`src/rtl/rfblackwidow_mem_req_sched_pkg.sv`:
```
// rtl/rfblackwidow_mem_req_sched_pkg.sv - memory request types, size codes and byte-select helper
//
// Shared by the request queue and the memory request scheduler.
//   mem_request_t : queue head entry (tid, func, sz, adr, dat)
//   mem_func_e    : MR_LOAD (sign-extend), MR_LOADZ (zero-extend), MR_STORE
//   mem_size_t    : byt/wyde/tetra/octa/penta/deci size codes
//   fn_sel        : contiguous byte-select mask for a size code
package rfblackwidow_mem_req_sched_pkg;

  localparam int AWID = 32;

  typedef enum logic [1:0] {
    MR_LOAD  = 2'd0,
    MR_LOADZ = 2'd1,
    MR_STORE = 2'd2
  } mem_func_e;

  typedef logic [2:0] mem_size_t;

  localparam mem_size_t SZ_BYT   = 3'd0;  // 1 byte
  localparam mem_size_t SZ_WYDE  = 3'd1;  // 2 bytes
  localparam mem_size_t SZ_TETRA = 3'd2;  // 4 bytes
  localparam mem_size_t SZ_OCTA  = 3'd3;  // 8 bytes
  localparam mem_size_t SZ_PENTA = 3'd4;  // 5 bytes
  localparam mem_size_t SZ_DECI  = 3'd5;  // 10 bytes

  typedef struct packed {
    logic [7:0]      tid;
    mem_func_e       func;
    mem_size_t       sz;
    logic [AWID-1:0] adr;
    logic [127:0]    dat;
  } mem_request_t;

  // Unassigned size codes fall back to an octa access.
  function automatic logic [15:0] fn_sel(input mem_size_t sz);
    logic [15:0] sel;
    case (sz)
      SZ_BYT:   sel = 16'h0001;
      SZ_WYDE:  sel = 16'h0003;
      SZ_TETRA: sel = 16'h000F;
      SZ_PENTA: sel = 16'h001F;
      SZ_OCTA:  sel = 16'h00FF;
      SZ_DECI:  sel = 16'h03FF;
      default:  sel = 16'h00FF;
    endcase
    return sel;
  endfunction

endpackage

```
`src/rtl/rfblackwidow_mem_req_sched_if.sv`:
```
// rtl/rfblackwidow_mem_req_sched_if.sv - 128-bit data bus between scheduler and memory
//
// master: cyc, stb, we, sel[15:0], adr[AWID-1:0], dato[127:0] out; ack, err, dati[127:0] in
// slave : mirror image of master
interface rfblackwidow_mem_req_sched_if;
  import rfblackwidow_mem_req_sched_pkg::*;

  logic            cyc;
  logic            stb;
  logic            we;
  logic [15:0]     sel;
  logic [AWID-1:0] adr;
  logic [127:0]    dato;
  logic            ack;
  logic            err;
  logic [127:0]    dati;

  modport master (
    output cyc, stb, we, sel, adr, dato,
    input  ack, err, dati
  );

  modport slave (
    input  cyc, stb, we, sel, adr, dato,
    output ack, err, dati
  );

endinterface

```
`src/rtl/rfblackwidow_mem_req_sched_load_align.sv`:
```
// rtl/rfblackwidow_mem_req_sched_load_align.sv - load data alignment and extension
//
// Purely combinational.
//   data[255:0]   : {hi, lo} bus read data of the (possibly split) access
//   ofs[3:0]      : byte offset of the request within its 16-byte block
//   sz, func      : size code and load kind
//   result[127:0] : data shifted down to byte 0, masked to the access size,
//                   sign-extended for MR_LOAD, zero-extended otherwise
module rfblackwidow_mem_req_sched_load_align
  import rfblackwidow_mem_req_sched_pkg::*;
(
  input  logic [255:0] data,
  input  logic [3:0]   ofs,
  input  mem_size_t    sz,
  input  mem_func_e    func,
  output logic [127:0] result
);

  logic [127:0] raw;
  logic [127:0] bmask;
  logic [15:0]  bsel;
  logic         sign;

  always_comb begin
    raw   = 128'(data >> {ofs, 3'b000});
    bsel  = fn_sel(sz);
    bmask = '0;
    sign  = 1'b0;
    for (int i = 0; i < 16; i++) begin
      bmask[i*8 +: 8] = {8{bsel[i]}};
      // Last selected lane wins, i.e. the most significant byte of the access.
      if (bsel[i]) sign = raw[i*8+7];
    end
    result = raw & bmask;
    if (func == MR_LOAD && sign) result = result | ~bmask;
  end

endmodule

```
`src/rtl/rfblackwidow_mem_req_sched.sv`:
```
// rtl/rfblackwidow_mem_req_sched.sv - memory request scheduler: queue head -> bus -> response
//
// Ports:
//   clk, rst                 : clock, synchronous active-high reset
//   q_valid, q_req, q_rd     : queue head and one-cycle pop pulse
//   bus (master)             : 128-bit data bus; accesses crossing a 16-byte
//                              boundary take two back-to-back bus cycles
//   resp_v, resp_rdy         : response handshake, fields held until accepted
//   resp_tid, resp_dat, resp_err : completed tid, aligned load data, bus error/timeout
module rfblackwidow_mem_req_sched
  import rfblackwidow_mem_req_sched_pkg::*;
#(
  parameter logic [7:0] TMO = 8'd255
)(
  input  logic         clk,
  input  logic         rst,
  input  logic         q_valid,
  input  mem_request_t q_req,
  output logic         q_rd,
  rfblackwidow_mem_req_sched_if.master bus,
  output logic         resp_v,
  input  logic         resp_rdy,
  output logic [7:0]   resp_tid,
  output logic [127:0] resp_dat,
  output logic         resp_err
);

  typedef enum logic [1:0] {IDLE, ACC1, ACC2, RESP} state_e;

  state_e          state, state_nxt;
  mem_request_t    req;
  logic [31:0]     sel32, sel32_in;
  logic            split;
  logic [127:0]    lo, hi, load_dat;
  logic            err_r;
  logic [7:0]      tmo_cnt;
  logic [255:0]    st_shift;
  logic [AWID-1:0] blk_adr;
  logic            in_acc;
  logic            acc_fail;

  assign sel32_in = {16'h0, fn_sel(q_req.sz)} << q_req.adr[3:0];
  assign st_shift = {128'h0, req.dat} << {req.adr[3:0], 3'b000};
  assign blk_adr  = {req.adr[AWID-1:4], 4'h0};
  assign in_acc   = (state == ACC1) || (state == ACC2);
  // err beats a simultaneous ack; an ack on the last allowed cycle beats the timeout.
  assign acc_fail = in_acc && (bus.err || (!bus.ack && tmo_cnt == TMO));

  rfblackwidow_mem_req_sched_load_align u_load_align (
    .data   ({hi, lo}),
    .ofs    (req.adr[3:0]),
    .sz     (req.sz),
    .func   (req.func),
    .result (load_dat)
  );

  always_ff @(posedge clk) begin
    if (rst) state <= IDLE;
    else     state <= state_nxt;
  end

  always_comb begin
    state_nxt = state;
    q_rd      = 1'b0;
    bus.cyc   = 1'b0;
    bus.stb   = 1'b0;
    bus.we    = 1'b0;
    bus.sel   = '0;
    bus.adr   = '0;
    bus.dato  = '0;
    resp_v    = 1'b0;
    resp_tid  = '0;
    resp_dat  = '0;
    resp_err  = 1'b0;
    case (state)
      IDLE: begin
        // Gated by rst so the queue never advances during reset.
        if (q_valid && !rst) begin
          q_rd      = 1'b1;
          state_nxt = ACC1;
        end
      end
      ACC1: begin
        bus.cyc  = 1'b1;
        bus.stb  = 1'b1;
        bus.we   = (req.func == MR_STORE);
        bus.adr  = blk_adr;
        bus.sel  = sel32[15:0];
        bus.dato = st_shift[127:0];
        if (acc_fail)     state_nxt = RESP;
        else if (bus.ack) state_nxt = split ? ACC2 : RESP;
      end
      ACC2: begin
        bus.cyc  = 1'b1;
        bus.stb  = 1'b1;
        bus.we   = (req.func == MR_STORE);
        bus.adr  = blk_adr + AWID'(16);
        bus.sel  = sel32[31:16];
        bus.dato = st_shift[255:128];
        if (acc_fail || bus.ack) state_nxt = RESP;
      end
      RESP: begin
        resp_v   = 1'b1;
        resp_tid = req.tid;
        resp_dat = (err_r || req.func == MR_STORE) ? '0 : load_dat;
        resp_err = err_r;
        if (resp_rdy) state_nxt = IDLE;
      end
      default: state_nxt = IDLE;
    endcase
  end

  always_ff @(posedge clk) begin
    if (rst) begin
      req     <= '0;
      sel32   <= '0;
      split   <= 1'b0;
      lo      <= '0;
      hi      <= '0;
      err_r   <= 1'b0;
      tmo_cnt <= '0;
    end else begin
      case (state)
        IDLE: begin
          if (q_valid) begin
            req     <= q_req;
            sel32   <= sel32_in;
            split   <= |sel32_in[31:16];
            lo      <= '0;
            hi      <= '0;
            err_r   <= 1'b0;
            tmo_cnt <= '0;
          end
        end
        ACC1, ACC2: begin
          if (acc_fail) begin
            err_r <= 1'b1;
          end else if (bus.ack) begin
            if (state == ACC1) lo <= bus.dati;
            else               hi <= bus.dati;
            tmo_cnt <= '0;  // fresh budget for the second access
          end else begin
            tmo_cnt <= tmo_cnt + 8'd1;
          end
        end
        default: ;
      endcase
    end
  end

endmodule

```
`src/flat_wrapper.sv`:
```
// flat-port wrapper written by rule: the top's interface ports become plain ports
module rfblackwidow_mem_req_sched_flat import rfblackwidow_mem_req_sched_pkg::*;
#(
  parameter logic [7:0] TMO = 8'd255
)
  (clk, rst, q_valid, q_req, q_rd, resp_v, resp_rdy, resp_tid, resp_dat, resp_err, bus_cyc, bus_stb, bus_we, bus_sel, bus_adr, bus_dato, bus_ack, bus_err, bus_dati);
  rfblackwidow_mem_req_sched_if bus_i ();
  input  logic clk;
  input  logic rst;
  input  logic q_valid;
  input  mem_request_t q_req;
  output logic q_rd;
  output logic resp_v;
  input  logic resp_rdy;
  output logic [7:0] resp_tid;
  output logic [127:0] resp_dat;
  output logic resp_err;
  output wire logic [$bits(bus_i.cyc)-1:0] bus_cyc;
  output wire logic [$bits(bus_i.stb)-1:0] bus_stb;
  output wire logic [$bits(bus_i.we)-1:0] bus_we;
  output wire logic [$bits(bus_i.sel)-1:0] bus_sel;
  output wire logic [$bits(bus_i.adr)-1:0] bus_adr;
  output wire logic [$bits(bus_i.dato)-1:0] bus_dato;
  input wire logic [$bits(bus_i.ack)-1:0] bus_ack;
  input wire logic [$bits(bus_i.err)-1:0] bus_err;
  input wire logic [$bits(bus_i.dati)-1:0] bus_dati;
  assign bus_cyc = bus_i.cyc;
  assign bus_stb = bus_i.stb;
  assign bus_we = bus_i.we;
  assign bus_sel = bus_i.sel;
  assign bus_adr = bus_i.adr;
  assign bus_dato = bus_i.dato;
  assign bus_i.ack = bus_ack;
  assign bus_i.err = bus_err;
  assign bus_i.dati = bus_dati;
  rfblackwidow_mem_req_sched #(.TMO(TMO)) u_core (.clk(clk), .rst(rst), .q_valid(q_valid), .q_req(q_req), .q_rd(q_rd), .bus(bus_i), .resp_v(resp_v), .resp_rdy(resp_rdy), .resp_tid(resp_tid), .resp_dat(resp_dat), .resp_err(resp_err));
endmodule
```
`config.mk`:
```
export PLATFORM = sky130hd
export DESIGN_NAME = rfblackwidow_mem_req_sched_flat
export DESIGN_NICKNAME = d
export VERILOG_FILES = /design/src/rtl/rfblackwidow_mem_req_sched_pkg.sv /design/src/rtl/rfblackwidow_mem_req_sched_if.sv /design/src/rtl/rfblackwidow_mem_req_sched_load_align.sv /design/src/rtl/rfblackwidow_mem_req_sched.sv /design/src/flat_wrapper.sv
export SDC_FILE = /design/constraint.sdc
export NUM_CORES = 2
export LEC_CHECK = 0
export CORE_MARGIN = 2
export CORE_UTILIZATION = 35
export DETAILED_ROUTE_END_ITERATION = 8
export PLACE_DENSITY = 0.56
export SETUP_SLACK_MARGIN = 0.02
export SLEW_MARGIN = 5
export SYNTH_ARGS = -nofsm -noshare
export SYNTH_HDL_FRONTEND = slang
export SYNTH_SLANG_ARGS = --single-unit
```
`constraint.sdc`:
```
create_clock -name clk -period 11.2 [get_ports clk]
set_clock_uncertainty 0.05 [all_clocks]
set_input_delay 1.12 -clock clk [delete_from_list [all_inputs] [get_ports clk]]
set_output_delay 1.12 -clock clk [all_outputs]
set_load 0.02 [all_outputs]
```
==> results.py <==
metrics = {
    "run_status": {
        "outcome": "finished clean",
    },
    "global_route": {
        "globalRouteMet2Util_pct": 43.08,
        "busiest_layer": "met1",
        "use_met1_pct": 46.81,
        "grt_use_met3_pct": 9.793,
        "grt_pass1_wl_mm": 209.8,
        "grt.total_usage_pct": 31.83,
        "grt_pass1_vias": 28690,
        "grt_antenna_before_repair": 25,
        "overflow": 0,
        "grt_max_degree": 186,
    },
    "synthesis": {
        "synth-seq-cells": 410,
        "synth_xor_area_share_pct": 0.4328,
        "synth.mux.area_fraction_pct": 31.08,
        "yosys.area.top_type": "dfxtp_1",
        "syn_avg_cell_area_sq_um": 8.467,
        "synthAdderAreaFrac_pct": 0.3215,
        "synth.top_cell.area_share_pct": 27.04,
        "ys_top_cells_by_count": "nand2_1, a21oi_1, dfxtp_1",
        "synthTopCellsByArea": "dfxtp_1, mux4_2, a21oi_1",
        "yosysUniqueCellTypes": 77,
        "synth_most_common_cell": "nand2_1",
        "ys_warn_count": 0,
        "synth_edf_count": 0,
        "async_flop_share_pct": 0,
        "synth_compound_area_share_pct": 17.81,
        "seq_area_frac_synth_pct": 27.04,
        "synth_flop_cell": "dfxtp_1",
        "synth_top_family_by_area": "multiplexers",
        "syn_inst": 3585,
        "synth_area_sq_mm": 0.03035,
        "yosys.area_share.simple_pct": 16.59,
    },
    "timing": {
        "rsz0062_at_grt": "false",
        "slew_violations": 0,
        "finalCriticalPeriod_ns": 6.888,
        "setup_tns_ns": 0,
        "setup_viol": 0,
        "hold_viol": 0,
        "clock.fmax_mhz": 145.2,
        "worst_slew_pin_slew_ns": 1.252,
        "period_share_pct": 61.50,
        "max-slew-margin-rel_pct": 16.41,
    },
    "die": {
        "rows": 108,
        "die_w_um": 298.5,
        "core_sq_mm": 0.08635,
        "dieArea_sq_mm": 0.08910,
        "die_y_um": 298.5,
        "start_util_pct": 35.15,
        "ioPinCount": 625,
    },
    "place": {
        "port_buffers": 620,
        "dp.final_hpwl_mm": 110.3,
        "gp_congestion": 1.036,
        "placed_area_sq_mm": 0.03657,
    },
    "drt": {
        "wl_per_cell_um": 29.06,
        "firstDrtPassIters": 9,
        "antenna_left": 0,
        "routed_via_density": 6.213,
        "drt-total-wl_mm": 147.8,
        "drt_iter0_markers": 4779,
        "num_vias": 31600,
        "drc": 0,
    },
    "min_path": {
        "holdCritStartpoint": "u_core.req[165]",
        "hp-class": "register to register",
        "hold_end": "u_core.req[165]",
        "hold_path_depth": 2,
    },
    "finish": {
        "drive_gt1_share_pct": 12.95,
        "finalInstanceArea_sq_mm": 0.03837,
        "area_growth_pct": 26.42,
        "fillers": 8564,
        "fin_nets": 4198,
    },
    "clocking": {
        "cts_buffer_depth": 3,
        "htreeDepth": 2,
        "post_cts_buffers": 0,
        "cts.sinks": 410,
        "clk_latency_ns": 0.64,
        "clock-root-buffer": "clkbuf_16",
        "clkTransAtPathRegs_ns": 0.06,
        "cts_tree": "done",
        "cts_hold_buf": 0,
        "cts_made_buffers": 51,
        "ctsResizeCount": 0,
    },
    "critical_path": {
        "slowest_delay_ns": 1.03,
        "crit_chain": "buf_12 > mux2i_1 > mux4_2 > a22o_1 > and4b_1 > nand3_1 > o21ai_0 > clkdlybuf4s50_1",
        "critical-path-top-delay-family": "buffers and inverters",
        "reg2reg_depth": 10,
        "crit_slowest_cell": "dfxtp_4",
        "crit_type": "register to output pin",
        "reg2reg_from": "u_core.state[1]",
        "start_kind": "register",
        "critPathMaxFanout": 185,
        "endpoint_kind": "output pin",
        "rr_endpoint": "u_core.hi[4]",
        "crit_required_ns": 10.03,
        "critPathBufInv": 2,
        "arrival_ns": 5.72,
        "reg2reg_slack_ns": 6.34,
    },
    "power_and_ir_drop": {
        "cellPowerDensity_mw_per_mm2": 208.7,
        "p_leak_nw": 12.33,
        "power_mw": 8.007,
        "irDropWorstVdd_uv": 174.8,
    },
    "flow_run": {
        "maxCapViolations": 0,
    },
}
per-layer routing:
metal	up-vias	part of all wire, %
met5	-	0.099
met4	22	4.0
met3	243	13
met2	2015	40
met1	15580	43
li1	13740	-
worst max-delay path by stage:
stage	from	endpoint	slack (ns)	cells past startpoint
5_1_grt	u_core.req[128]	resp_dat[54]	4.05	7
2_1_floorplan	u_core.state[1]	resp_dat[100]	3.94	6
3_5_place_dp	u_core.req[129]	resp_dat[70]	4.95	8
6_report	u_core.req[129]	resp_dat[70]	4.31	8
4_1_cts	u_core.req[129]	resp_dat[70]	4.30	8
3_3_place_gp	u_core.req[129]	resp_dat[35]	5.02	9
cell type report:
cell class                 instances  area [sq um]  share of cell area, %
tap                             1155          1445                  3.766
sequential                       410          8223                  21.43
multi-input combinational       2724         20210                  52.67
clock buffer                      69          1466                  3.821
antenna                            9         22.52                0.05869
timing repair buffer             664          6554                  17.08
clock inverter                    22         319.1                 0.8315
inverter                          33         131.4                 0.3424
sequential cells by signal, indices dropped and copies added, names as in the netlist:
register and count:
u_core.split 1, u_core.sel32 25, u_core.state 2, u_core.tmo_cnt 8, u_core.err_r 1, u_core.lo 128, u_core.req 145, u_core.hi 72
u_core.blk_adr 28
logic make-up after synthesis:
kind of cell,count (synthesis)
simple gates,1191
compound gates,945
mux,561
buf+inv,454
flops,410
xor+xnor,15
fa+ha+maj,8
other cells,1
metrics by stage:
step	instances	setup WS, ns	hold WS (ns)	utilization (%)
floorplan	3588	3.942	0.3777	-
global placement	4986	5.017	0.3879	42.35
detailed placement	4986	4.952	0.3933	42.35
CTS	5077	4.295	0.4020	44.41
global route	5085	4.052	0.4174	44.44
finish	5086	4.312	0.4029	44.44
worst min-delay path, cell delays in order, from the launching register on:
cell	delay, ns
dfxtp_1	0.31
nand2_1	0.05
a21oi_1	0.05
where the power goes:
| part | leakage (nW) | internal, mW | total, mW | switching [mW] |
|---|---|---|---|---|
| logic | 8.13 | 1.33 | 3.91 | 2.58 |
| clock network | 0.849 | 1.02 | 1.75 | 0.729 |
| registers | 3.35 | 1.76 | 2.34 | 0.587 |
placed cells by master (no fill, tap or decap), types with 30 or more instances in the layout:
cell type          n
mux2i_1          209
inv_1             30
o22ai_1           47
dfxtp_1          406
nand2_1          503
clkbuf_16         53
o21ai_0          223
mux2_2            49
buf_4             43
nand3_1          225
a22oi_1           61
clkdlybuf4s50_1  619
a21oi_1          474
mux4_2           299
nor2_1           351
No activity file was read; power rests on OpenSTA's default activity.
